### src/rtl/rx_frame_controller.sv
// rx_frame_controller: 802.11a serial frame sequencer (preamble hunt, SIGNAL check, data gating).
// Build option RX_FRAME_CTRL_STRICT_EN: also reject frames with reserved bit 4 or tail bits 18-23 set.
module rx_frame_controller #(
    parameter int PREAMBLE_LEN = 96,
    parameter int MAX_LENGTH   = 4095
) (
    input  logic        Clock,
    input  logic        Reset,
    input  logic        Input,
    output logic [3:0]  Rate,
    output logic [11:0] Length,
    output logic        SignalValid,
    output logic        DataOut,
    output logic        DataValid,
    output logic        FrameDone,
    output logic        Busy,
    output logic        Error
);
    localparam int RUN_W = $clog2(PREAMBLE_LEN + 1);

    typedef enum logic [1:0] {HUNT, SIGNAL, DATA} state_t;

    state_t           state, state_d;
    logic [RUN_W-1:0] run_cnt, run_cnt_d;
    logic [4:0]       bit_cnt, bit_cnt_d;
    logic [14:0]      data_cnt, data_cnt_d;
    logic [23:0]      sig_sr, sig_sr_d;
    logic             prev_bit;
    logic [3:0]       rate_d;
    logic [11:0]      length_d;
    logic             sv_d, dout_d, dv_d, fd_d, err_d;
    logic [23:0]      sig_full;
    logic [11:0]      sig_len;
    logic             sig_ok;

    // Bit i of the SIGNAL field lands at index i once the current bit is included.
    assign sig_full = {Input, sig_sr[23:1]};
    assign sig_len  = sig_full[16:5];
    assign Busy     = (state != HUNT);

    always_comb begin
        sig_ok = ((^sig_full[17:0]) == 1'b0) && sig_full[3] && (sig_len != '0)
                 && (32'(sig_len) <= 32'(MAX_LENGTH));
`ifdef RX_FRAME_CTRL_STRICT_EN
        sig_ok = sig_ok && !sig_full[4] && (sig_full[23:18] == '0);
`endif
    end

    always_comb begin
        state_d    = state;
        run_cnt_d  = run_cnt;
        bit_cnt_d  = bit_cnt;
        data_cnt_d = data_cnt;
        sig_sr_d   = sig_sr;
        rate_d     = Rate;
        length_d   = Length;
        dout_d     = DataOut;
        sv_d       = 1'b0;
        dv_d       = 1'b0;
        fd_d       = 1'b0;
        err_d      = 1'b0;
        case (state)
            HUNT: begin
                // A zero count marks a fresh start: the first bit always opens a run.
                if (run_cnt != '0 && Input != prev_bit)
                    run_cnt_d = run_cnt + RUN_W'(1);
                else
                    run_cnt_d = RUN_W'(1);
                if (run_cnt_d == RUN_W'(PREAMBLE_LEN)) begin
                    state_d   = SIGNAL;
                    bit_cnt_d = '0;
                end
            end
            SIGNAL: begin
                sig_sr_d  = sig_full;
                bit_cnt_d = bit_cnt + 5'd1;
                if (bit_cnt == 5'd23) begin
                    if (sig_ok) begin
                        rate_d     = {sig_full[0], sig_full[1], sig_full[2], sig_full[3]};
                        length_d   = sig_len;
                        sv_d       = 1'b1;
                        data_cnt_d = {sig_len, 3'b000};
                        state_d    = DATA;
                    end else begin
                        err_d     = 1'b1;
                        run_cnt_d = '0;
                        state_d   = HUNT;
                    end
                end
            end
            DATA: begin
                dout_d     = Input;
                dv_d       = 1'b1;
                data_cnt_d = data_cnt - 15'd1;
                if (data_cnt == 15'd1) begin
                    fd_d      = 1'b1;
                    run_cnt_d = '0;
                    state_d   = HUNT;
                end
            end
            default: state_d = HUNT;
        endcase
    end

    always_ff @(posedge Clock) begin
        if (Reset) begin
            state       <= HUNT;
            run_cnt     <= '0;
            bit_cnt     <= '0;
            data_cnt    <= '0;
            sig_sr      <= '0;
            prev_bit    <= 1'b0;
            Rate        <= '0;
            Length      <= '0;
            SignalValid <= 1'b0;
            DataOut     <= 1'b0;
            DataValid   <= 1'b0;
            FrameDone   <= 1'b0;
            Error       <= 1'b0;
        end else begin
            state       <= state_d;
            run_cnt     <= run_cnt_d;
            bit_cnt     <= bit_cnt_d;
            data_cnt    <= data_cnt_d;
            sig_sr      <= sig_sr_d;
            prev_bit    <= Input;
            Rate        <= rate_d;
            Length      <= length_d;
            SignalValid <= sv_d;
            DataOut     <= dout_d;
            DataValid   <= dv_d;
            FrameDone   <= fd_d;
            Error       <= err_d;
        end
    end
endmodule

### config.mk
export PLATFORM = sky130hd
export DESIGN_NAME = rx_frame_controller
export DESIGN_NICKNAME = d
export VERILOG_FILES = /design/src/rtl/rx_frame_controller.sv
export SDC_FILE = /design/constraint.sdc
export NUM_CORES = 1
export LEC_CHECK = 0
export ABC_CLOCK_PERIOD_IN_PS = 4800
export BUFFER_PORTS_ARGS = -buffer_cell sky130_fd_sc_hd__buf_2
export CORE_MARGIN = 2
export CORE_UTILIZATION = 60
export CTS_BUF_LIST = sky130_fd_sc_hd__clkbuf_4 sky130_fd_sc_hd__clkbuf_8 sky130_fd_sc_hd__clkbuf_16
export CTS_CLUSTER_SIZE = 16
export DETAILED_ROUTE_END_ITERATION = 12
export MAX_ROUTING_LAYER = met4
export PLACE_DENSITY = 0.79
export REMOVE_ABC_BUFFERS = 1
export SETUP_SLACK_MARGIN = 0.1
export SYNTH_ARGS = -nofsm -noshare
export SYNTH_HDL_FRONTEND = slang
export SYNTH_SLANG_ARGS = --single-unit
### constraint.sdc
create_clock -name Clock -period 4.8 [get_ports Clock]
set_clock_uncertainty 0.05 [all_clocks]
set_input_delay 0.96 -clock Clock [delete_from_list [all_inputs] [get_ports Clock]]
set_output_delay 0.96 -clock Clock [all_outputs]
set_load 0.02 [all_outputs]
==> flow_metrics.py <==
metrics = {
    "cts": {
        "cts_setup_buffers": 0,
        "postCtsHoldBufs": 0,
        "clockRootBuffer": "clkbuf_8",
        "ctsResizeCount": 0,
        "htreeDepth": 3,
        "cts.sinks": 74,
        "cts_max_path_buffers": 2,
        "clkTransAtPathRegs_ps": 80,
        "cts_tree": "done",
        "clkLatencyLatePin_ps": 360,
        "cts_buffers": 9,
    },
    "grt": {
        "grt_pass1_vias": 3095,
        "grt_pass1_wl_um": 14550,
        "overflow": 0,
        "met1_usage": 0.3505,
        "grt_max_degree": 36,
        "grtUsageMet3": 0.05666,
        "busiest_layer": "met2",
        "antenna_found_initial": 0,
        "track_usage": 0.2634,
        "use_met2": 0.3930,
    },
    "logic_synthesis": {
        "synthesis.area_mm2": 0.003754,
        "synth_area_leader_cell": "dfxtp_1",
        "synth_area_leaders": "dfxtp_1 39%, mux2i_1 7.5%, nand2_1 5.4%",
        "ys_seq_area_frac": 0.3947,
        "synth_edf_count": 0,
        "synth_ff_type": "dfxtp_1",
        "syn_area_per_cell_um2": 8.360,
        "netlist_instances": 449,
        "synth_top_area_frac": 0.3947,
        "synth-seq-cells": 74,
        "synth_cell_types": 55,
        "yosys_warnings": 0,
        "synth-async-reset-ratio": 0,
    },
    "cells_and_area": {
        "area_growth_pct": 9.233,
        "mostFrequentLayoutCell": "dfxtp_1",
        "mostFrequentLayoutCells": "74 x dfxtp_1, 54 x nand2_1, 44 x nor2_1",
        "regArea_mm2": 0.001481,
        "n_fill_cell": 477,
        "nets": 470,
        "multi_input_area_mm2": 0.002101,
        "n_antenna_cell": 0,
        "fin_cells": 539,
        "finalCoreUtilization": 0.6844,
        "final_layout_size_suffix_gt1_frac": 0.1185,
    },
    "floorplanning": {
        "start_util": 0.6266,
        "die_x_um": 83.10,
        "core.rowCount": 28,
        "ios": 25,
        "die_area_mm2": 0.006905,
        "die_y_um": 83.10,
        "core_area_mm2": 0.005991,
    },
    "timing": {
        "hold_viol": 0,
        "worstMarginPinSlew_ps": 1172,
        "maxSlewHeadroom": 0.2119,
        "fin_crit_sh": 0.6163,
        "fin_setup_tns_ps": 0,
        "rsz0062_at_grt": "false",
        "fmax_mhz": 338.0,
        "worst_slack_ps": 1842,
        "slew_viol_final": 0,
        "finalSetupViolations": 0,
        "whs_ps": 402.4,
        "fin_crit_ps": 2958,
    },
    "power_and_ir_drop": {
        "cellLeakagePower_nw": 1.556,
        "peakVddDrop_v": 0.0002324,
        "power_density_mw_per_mm2": 283.2,
    },
    "run": {
        "drv_cap": 0,
    },
    "route": {
        "viasPerCell": 6.130,
        "vias": 3304,
        "route.detailed.drc": 0,
        "wl_um": 8453,
        "antenna_left": 0,
        "drtIter0Drc": 357,
        "drt_pass1_iterations": 4,
        "post_drt_wl_per_cell_um": 15.68,
    },
    "placed_design": {
        "port_buffers": 24,
        "routabilityCongestion": 0.9591,
        "hpwl_um": 5649,
        "place_ws_ps": 1893,
        "dp_cells": 523,
    },
    "worst_setup_path": {
        "crit_arrival_ps": 3140,
        "path_max_fanout": 14,
        "end_kind": "flop",
        "cp.required_ps": 4980,
        "worst-setup-path-type": "reg -> reg",
        "start_kind": "flop",
    },
    "worst_hold_path": {
        "hold_class": "reg -> reg",
    },
    "run_status": {
        "status": "complete, no violations",
    },
}
==> metrics by stage <==
step / power [mW] / instance area (um^2)
5_1_grt: 1.198 / 4100
6_report: 1.161 / 4100
2_1_floorplan: 0.6435 / 3635
3_3_place_gp: 0.6577 / 3890
3_5_place_dp: 0.6583 / 3890
4_1_cts: 1.164 / 4100
==> layout make-up <==
type / instances / share of cell area
timing repair buffer: 29 / 0.03845
sequential: 74 / 0.3613
clock buffer: 10 / 0.03357
inverter: 15 / 0.01373
tap: 75 / 0.02289
multi-input combinational: 330 / 0.5124
clock inverter: 6 / 0.01770
==> per-layer routing <==
metal  vias to the layer above  wire [um]
met2                        79       3894
met1                      1568       3940
met4                         0        182
met3                        21        436
met5                         -          0
li1                       1636          -
==> Yosys cell counts, drive strengths merged (4+ instances only) <==
cell / count
buf: 9
nor4: 7
inv: 15
or3: 8
dfxtp: 74
xnor2: 12
mux2i: 28
nand3: 25
o21ai: 15
a31oi: 12
clkbuf: 21
a21oi: 31
nand2: 54
ha: 8
xor2: 6
nor3: 8
o41ai: 4
o311ai: 6
nor2: 44
o211ai: 9
nand4: 6
nor2b: 4
==> flip-flops by register name, summed over array words and instances, names as in the netlist <==
register     flops
DataOut          1
DataValid        1
Error            1
FrameDone        1
Length          12
Rate             4
SignalValid      1
bit_cnt          5
data_cnt        15
prev_bit         1
run_cnt          7
sig_sr          23
state            2
==> critical path: stages (launching register included) <==
cell and delay [ps]:
dfxtp_1 320, inv_1 90, ha_1 590, nand2_1 210, a31oi_1 250, nand2_1 80, mux2i_1 850, or3_4 320
o41ai_1 80
==> cell families (layout without fill, tap and decap cells) <==
logic type | count (synthesis) | in the layout | synth area share
mux | 29 | 29 | 0.07767
compound gates | 99 | 99 | 0.1770
flops | 74 | 74 | 0.3947
simple gates | 174 | 174 | 0.2230
buf+inv | 45 | 60 | 0.04666
fa+ha+maj | 8 | 8 | 0.02667
xor+xnor | 20 | 20 | 0.05433
==> path summary, 6_finish.rpt <==
check             startpoint  slack [ps]  cells past startpoint         end
hold / removal     Length[3]         400                      2   Length[3]
hold reg to reg    Length[3]         400                      2   Length[3]
setup / recovery    state[1]        1840                      8  run_cnt[2]
setup reg to reg    state[1]        1840                      8  run_cnt[2]
==> report_power, final <==
part / internal (mW) / switching, mW / leakage (nW)
clock network: 0.261 / 0.257 / 0.104
registers: 0.615 / 0.00211 / 0.596
logic: 0.00801 / 0.0191 / 0.855
total: 0.883 / 0.278 / 1.56
Power figures use the tool's default switching activity.
